$ cat src/rtl/serial_frame_pkg.sv
// Shared types and constants for the serial frame receiver.
//   state_e      : receiver FSM states
//   DefaultDataW : default number of data bits per frame
//   frame_len()  : samples per frame (start + data + optional parity + stop)
package serial_frame_pkg;

    typedef enum logic [1:0] {
        StIdle,
        StData,
        StParity,
        StStop
    } state_e;

    localparam int unsigned DefaultDataW = 4;

    function automatic int unsigned frame_len(input int unsigned data_w, input bit parity_en);
        return data_w + 32'(parity_en) + 32'd2;
    endfunction

endpackage

$ cat src/rtl/serial_frame_rx_if.sv
// Bundle of the serial input side and the parallel valid/ready output side of
// serial_frame_rx, plus its status pulses.
//   master : the receiver (drives out_data/out_valid/status, samples bit_en/sin/out_ready)
//   slave  : the environment (drives bit_en/sin/out_ready)
interface serial_frame_rx_if
    import serial_frame_pkg::*;
#(
    parameter int unsigned DATA_W = DefaultDataW
);
    logic              bit_en;
    logic              sin;
    logic [DATA_W-1:0] out_data;
    logic              out_valid;
    logic              out_ready;
    logic              parity_err;
    logic              frame_err;
    logic              overrun;
    logic              busy;

    modport master (
        input  bit_en, sin, out_ready,
        output out_data, out_valid, parity_err, frame_err, overrun, busy
    );

    modport slave (
        output bit_en, sin, out_ready,
        input  out_data, out_valid, parity_err, frame_err, overrun, busy
    );
endinterface

$ cat src/rtl/rx_out_buf.sv
// One-word valid/ready holding register for received words.
//   clk, rst    : clock, asynchronous active-high reset
//   load        : a good word is offered this cycle
//   load_data   : the offered word
//   out_ready   : consumer accepts the held word on this edge
//   out_data    : held word
//   out_valid   : held word not yet delivered
//   accepted    : the offered word is taken (buffer empty or draining this edge)
module rx_out_buf #(
    parameter int unsigned DATA_W = 4
) (
    input  logic              clk,
    input  logic              rst,
    input  logic              load,
    input  logic [DATA_W-1:0] load_data,
    input  logic              out_ready,
    output logic [DATA_W-1:0] out_data,
    output logic              out_valid,
    output logic              accepted
);
    logic [DATA_W-1:0] data_q, data_d;
    logic              valid_q, valid_d;

    assign accepted = load & (~valid_q | out_ready);

    always_comb begin
        data_d  = data_q;
        valid_d = valid_q;
        if (accepted) begin
            data_d  = load_data;
            valid_d = 1'b1;
        end else if (valid_q && out_ready) begin
            valid_d = 1'b0;
        end
    end

    always_ff @(posedge clk or posedge rst) begin
        if (rst) begin
            data_q  <= '0;
            valid_q <= 1'b0;
        end else begin
            data_q  <= data_d;
            valid_q <= valid_d;
        end
    end

    assign out_data  = data_q;
    assign out_valid = valid_q;
endmodule

$ cat src/rtl/serial_frame_rx.sv
// Serial frame deserializer: LSB-first start/data/[even parity]/stop frames
// sampled on bit_en strobes, delivered through a one-word valid/ready buffer.
//   clk, rst : clock, asynchronous active-high reset
//   bus      : serial_frame_rx_if master (bit_en, sin, out_ready in;
//              out_data, out_valid, parity_err, frame_err, overrun, busy out)
module serial_frame_rx
    import serial_frame_pkg::*;
#(
    parameter int unsigned DATA_W    = DefaultDataW,
    parameter bit          PARITY_EN = 1'b1
) (
    input  logic                clk,
    input  logic                rst,
    serial_frame_rx_if.master   bus
);
    localparam int unsigned CntW = $clog2(DATA_W + 1);
    localparam logic [CntW-1:0] LastCnt = CntW'(DATA_W - 1);

    state_e            state_q, state_d;
    logic [CntW-1:0]   bit_cnt_q, bit_cnt_d;
    logic [DATA_W-1:0] shreg_q, shreg_d;
    logic              par_bad_q, par_bad_d;
    logic              parity_err_q, parity_err_d;
    logic              frame_err_q, frame_err_d;
    logic              overrun_q, overrun_d;
    logic              load;
    logic              accepted;

    always_comb begin
        state_d      = state_q;
        bit_cnt_d    = bit_cnt_q;
        shreg_d      = shreg_q;
        par_bad_d    = par_bad_q;
        parity_err_d = 1'b0;
        frame_err_d  = 1'b0;
        load         = 1'b0;
        if (bus.bit_en) begin
            unique case (state_q)
                StIdle: begin
                    if (!bus.sin) begin
                        state_d   = StData;
                        bit_cnt_d = '0;
                        shreg_d   = '0;
                        // Cleared so a parity-less build never sees a stale mismatch.
                        par_bad_d = 1'b0;
                    end
                end
                StData: begin
                    shreg_d   = {bus.sin, shreg_q[DATA_W-1:1]};
                    bit_cnt_d = bit_cnt_q + CntW'(1);
                    if (bit_cnt_q == LastCnt) begin
                        state_d = PARITY_EN ? StParity : StStop;
                    end
                end
                StParity: begin
                    par_bad_d = ^{shreg_q, bus.sin};
                    state_d   = StStop;
                end
                StStop: begin
                    state_d = StIdle;
                    // A bad stop bit outranks a parity mismatch.
                    if (!bus.sin) begin
                        frame_err_d = 1'b1;
                    end else if (par_bad_q) begin
                        parity_err_d = 1'b1;
                    end else begin
                        load = 1'b1;
                    end
                end
                default: state_d = StIdle;
            endcase
        end
    end

    assign overrun_d = load & ~accepted;

    always_ff @(posedge clk or posedge rst) begin
        if (rst) begin
            state_q      <= StIdle;
            bit_cnt_q    <= '0;
            shreg_q      <= '0;
            par_bad_q    <= 1'b0;
            parity_err_q <= 1'b0;
            frame_err_q  <= 1'b0;
            overrun_q    <= 1'b0;
        end else begin
            state_q      <= state_d;
            bit_cnt_q    <= bit_cnt_d;
            shreg_q      <= shreg_d;
            par_bad_q    <= par_bad_d;
            parity_err_q <= parity_err_d;
            frame_err_q  <= frame_err_d;
            overrun_q    <= overrun_d;
        end
    end

    rx_out_buf #(
        .DATA_W(DATA_W)
    ) u_out_buf (
        .clk      (clk),
        .rst      (rst),
        .load     (load),
        .load_data(shreg_q),
        .out_ready(bus.out_ready),
        .out_data (bus.out_data),
        .out_valid(bus.out_valid),
        .accepted (accepted)
    );

    assign bus.parity_err = parity_err_q;
    assign bus.frame_err  = frame_err_q;
    assign bus.overrun    = overrun_q;
    assign bus.busy       = (state_q != StIdle);
endmodule

$ cat src/flat_wrapper.sv
// flat-port wrapper written by rule: the top's interface ports become plain ports
module serial_frame_rx_flat import serial_frame_pkg::*;
#(
    parameter int unsigned DATA_W    = DefaultDataW,
    parameter bit          PARITY_EN = 1'b1
)
  (clk, rst, bus_bit_en, bus_sin, bus_out_ready, bus_out_data, bus_out_valid, bus_parity_err, bus_frame_err, bus_overrun, bus_busy);
  serial_frame_rx_if #(.DATA_W(DATA_W)) bus_i ();
  input  logic clk;
  input  logic rst;
  input wire logic [$bits(bus_i.bit_en)-1:0] bus_bit_en;
  input wire logic [$bits(bus_i.sin)-1:0] bus_sin;
  input wire logic [$bits(bus_i.out_ready)-1:0] bus_out_ready;
  output wire logic [$bits(bus_i.out_data)-1:0] bus_out_data;
  output wire logic [$bits(bus_i.out_valid)-1:0] bus_out_valid;
  output wire logic [$bits(bus_i.parity_err)-1:0] bus_parity_err;
  output wire logic [$bits(bus_i.frame_err)-1:0] bus_frame_err;
  output wire logic [$bits(bus_i.overrun)-1:0] bus_overrun;
  output wire logic [$bits(bus_i.busy)-1:0] bus_busy;
  assign bus_i.bit_en = bus_bit_en;
  assign bus_i.sin = bus_sin;
  assign bus_i.out_ready = bus_out_ready;
  assign bus_out_data = bus_i.out_data;
  assign bus_out_valid = bus_i.out_valid;
  assign bus_parity_err = bus_i.parity_err;
  assign bus_frame_err = bus_i.frame_err;
  assign bus_overrun = bus_i.overrun;
  assign bus_busy = bus_i.busy;
  serial_frame_rx #(.DATA_W(DATA_W), .PARITY_EN(PARITY_EN)) u_core (.clk(clk), .rst(rst), .bus(bus_i));
endmodule
$ cat config.mk
export PLATFORM = sky130hd
export DESIGN_NAME = serial_frame_rx_flat
export DESIGN_NICKNAME = d
export VERILOG_FILES = /design/src/rtl/serial_frame_pkg.sv /design/src/rtl/serial_frame_rx_if.sv /design/src/rtl/rx_out_buf.sv /design/src/rtl/serial_frame_rx.sv /design/src/flat_wrapper.sv
export SDC_FILE = /design/constraint.sdc
export NUM_CORES = 1
export LEC_CHECK = 0
export CAP_MARGIN = 0
export CORE_UTILIZATION = 42
export DETAILED_ROUTE_END_ITERATION = 8
export GPL_TIMING_DRIVEN = 0
export HOLD_SLACK_MARGIN = 0.1
export PLACE_DENSITY_LB_ADDON = 0.1
export SYNTH_ARGS = -nofsm -noshare
export SYNTH_HDL_FRONTEND = slang
export SYNTH_SLANG_ARGS = --single-unit
export TNS_END_PERCENT = 10
$ cat constraint.sdc
create_clock -name clk -period 1.9 [get_ports clk]
set_input_delay 0.38 -clock clk [delete_from_list [all_inputs] [get_ports clk]]
set_output_delay 0.38 -clock clk [all_outputs]
set_load 0.05 [all_outputs]
==> metrics <==
die area 0.00221 mm²; worst-skew pair later-pin latency 0.29 ns; Async SR Flop Fraction 100%; ys flop type dfrtp_1; PD cells 1610 mW/mm²; crit start category register; global-route wire length before repair 2170 µm; met2 global-route usage 24.7%; Initial Utilization 46.8%; Tmin final 1.82 ns; final setup violation count 0; Leakage 0.532 nW; Synth Warn # 0; Clk network pwr share 13.8%; Worst-path clk slew 0.11 ns; root buf cell clkbuf_4; Post-DRT Antenna Nets 0; dpl hpwl 1000 µm; switching power 0.680 mW; Slowest cell on crit path clkdlybuf4s50_1; fill cell count 172; chip width 47.0 µm; die height 47.0 µm; grt met3 use 3.46%; Hold Crit Class primary input to async pin; Crit Path Category register to primary output; register share of total power 36.9%; area occupied by multi-input gates 370 µm²; switching part of the total 40.4%; Final Max Tran Viols 0; routed wire length 1310 µm; Seq cells post-synth 18; Mapped Area 852 µm²; Nets 97; maximum clock frequency 0.549 GHz; antenna cells 0; Post-Synthesis Cells 67; clock sinks 18; Tcrit/Tclk final 95.8%; cell family with most CP delay buffers and inverters; Max-cap violations 0; final hold violations 0; DP Worst Slack -0.0970 ns; Req. time, crit path 1.52 ns; VDD IR max 767 µV; met1 Use GR 17.6%; initial antenna violation count 0; CTS tree yes; library cells used by synthesis 21; port bufs 13; Syn Nets 79; I/O Pins 14; DRC Markers 0; Post-synth EDFFs 0; Syn-to-layout area delta 22.9%; crit path cell chain clkdlybuf4s50_1; largest net degree at the start of global routing 19; Layout Skew 0.00765 ns; First-pass DRT Iterations 2; RSZ-0062 raised after global routing false; setup ws final 0.0790 ns; largest fanout on the critical path 2; gr usage total 14.6%; Core Area 0.00182 mm²; number of global-route vias before repair 501; Via Count 545; GR Overflow Total 0; vias per inst 5.00; WP data arrival 1.44 ns; Worst setup EP type primary output; Crit path buffers/inverters 1; combinational share of power 49.3%; biggest cell delay along the critical path 0.80 ns; DRT iter0 DRCs 4; Wirelength per Cell 12.0 µm; sequential share of the synthesized area 52.9%; Mapped Avg Cell Area 12.7 µm²; FF+latch area 450 µm²; Core Util, Final 57.5%; # H-tree levels 1; busiest grt layer met2; Int Pwr 1.00 mW; Hold Buf Count CTS 0; placer's final routability congestion estimate 0.721; CTS buffer count 3; worst-case clock buffer depth 2; # rows 15; Worst-Margin Slew 0.670 ns; layout cells sized above 1 19.0%; Max-slew headroom 55.3%; status completed
==> cells in the final DEF (no fill, tap or decap) <==
master           instances
dfrtp_1                 18
clkdlybuf4s50_1         11
inv_1                    7
ha_1                     7
mux2_2                   6
a22o_1                   6
nor2_1                   4
nand2_1                  3
o21ai_0                  3
clkbuf_4                 3
buf_2                    2
a21boi_2                 1
and2_1                   1
o21ai_1                  1
nand4b_1                 1
nand2b_1                 1
nor2b_4                  1
xor2_1                   1
xnor3_1                  1
xnor2_1                  1
a32o_2                   1
a31o_2                   1
mux2i_1                  1
clkbuf_8                 1
dlymetal6s2s_1           1
==> per-layer routing <==
metal  wire (µm)  vias to the layer above
li1            -                      264
met1         611                      268
met2         649                        9
met3          29                        4
met4          20                        0
met5           0                        -
==> flip-flops by register name (all words and copies together) (netlist names) <==
| register | cells |
|---|---|
| u_core.bit_cnt_q | 3 |
| u_core.bus.frame_err | 1 |
| u_core.bus.overrun | 1 |
| u_core.bus.parity_err | 1 |
| u_core.par_bad_q | 1 |
| u_core.shreg_q | 4 |
| u_core.state_q | 2 |
| u_core.u_out_buf.out_data | 4 |
| u_core.u_out_buf.out_valid | 1 |
==> through the flow <==
| step | total power [mW] | cells | hold slack (ns) | TNS (ns) | area, µm² |
|---|---|---|---|---|---|
| after CTS | 1.71 | 109 | 0.511 | 0 | 1040 |
| after global placement | 1.46 | 105 | 0.488 | -0.155 | 1010 |
| after global routing | 1.82 | 109 | 0.527 | 0 | 1050 |
| final | 1.68 | 109 | 0.471 | 0 | 1050 |
| after floorplan | 1.25 | 67 | 0.319 | 0 | 852 |
| after detailed placement | 1.48 | 105 | 0.491 | -0.131 | 1010 |
==> synthesized netlist by cell type, drive strengths merged (3+ instances only) <==
cell	n	area [µm²]
dfrtp	18	450
ha	7	87.6
inv	7	26.3
a22o	6	52.6
mux2	6	67.6
nor2	4	15.0
o21ai	4	20.0
nand2	3	11.3
==> logic make-up after synthesis <==
family / after synthesis / share of synthesized area (%)
AO/OA/AOI/OAI: 13 / 12.2
XOR/XNOR: 3 / 4.70
adder cells (fa/ha/maj): 7 / 10.3
buffers and inverters: 8 / 3.67
flip-flops: 18 / 52.9
multiplexers: 7 / 9.10
AND/OR/NAND/NOR: 11 / 7.20
==> final cells by class <==
class | instances | share of cell area (%)
sequential | 18 | 43.0
multi-input combinational | 41 | 35.4
timing repair buffer | 13 | 12.2
clock buffer | 4 | 3.46
tap | 25 | 2.99
inverter | 7 | 2.51
buffer | 1 | 0.478
==> path summary, 6_finish.rpt <==
check                                                           end                                      from  cells past startpoint  slack (ns)
max in group asynchronous  u_core.u_out_buf.out_data[1]$_DFFE_PP0P_                                       rst                      2        0.99
setup / recovery                                    bus_out_data[3]  u_core.u_out_buf.out_data[3]$_DFFE_PP0P_                      1        0.08
hold reg to reg            u_core.u_out_buf.out_data[1]$_DFFE_PP0P_  u_core.u_out_buf.out_data[1]$_DFFE_PP0P_                      1        0.51
min in group clk           u_core.u_out_buf.out_data[1]$_DFFE_PP0P_  u_core.u_out_buf.out_data[1]$_DFFE_PP0P_                      1        0.51
setup reg to reg                      u_core.state_q[1]$_DFFE_PP0P_             u_core.state_q[1]$_DFFE_PP0P_                      5        0.30
hold / removal                         u_core.bus.overrun$_DFF_PP0_                                       rst                      2        0.47
==> power by group through the flow <==
stage / registers (mW) / clock network [mW] / logic (mW)
after floorplan: 0.782 / 0 / 0.472
after global placement: 0.626 / 0 / 0.837
after detailed placement: 0.632 / 0 / 0.852
after CTS: 0.624 / 0.244 / 0.842
after global routing: 0.640 / 0.259 / 0.923
final: 0.621 / 0.233 / 0.830
==> repair_timing <==
item / CTS / global route
buffers inserted: 0 / 0
gates resized for setup: 5 / 1
setup endpoints to repair: 1 / 1
(Power assumes the default switching activity.)
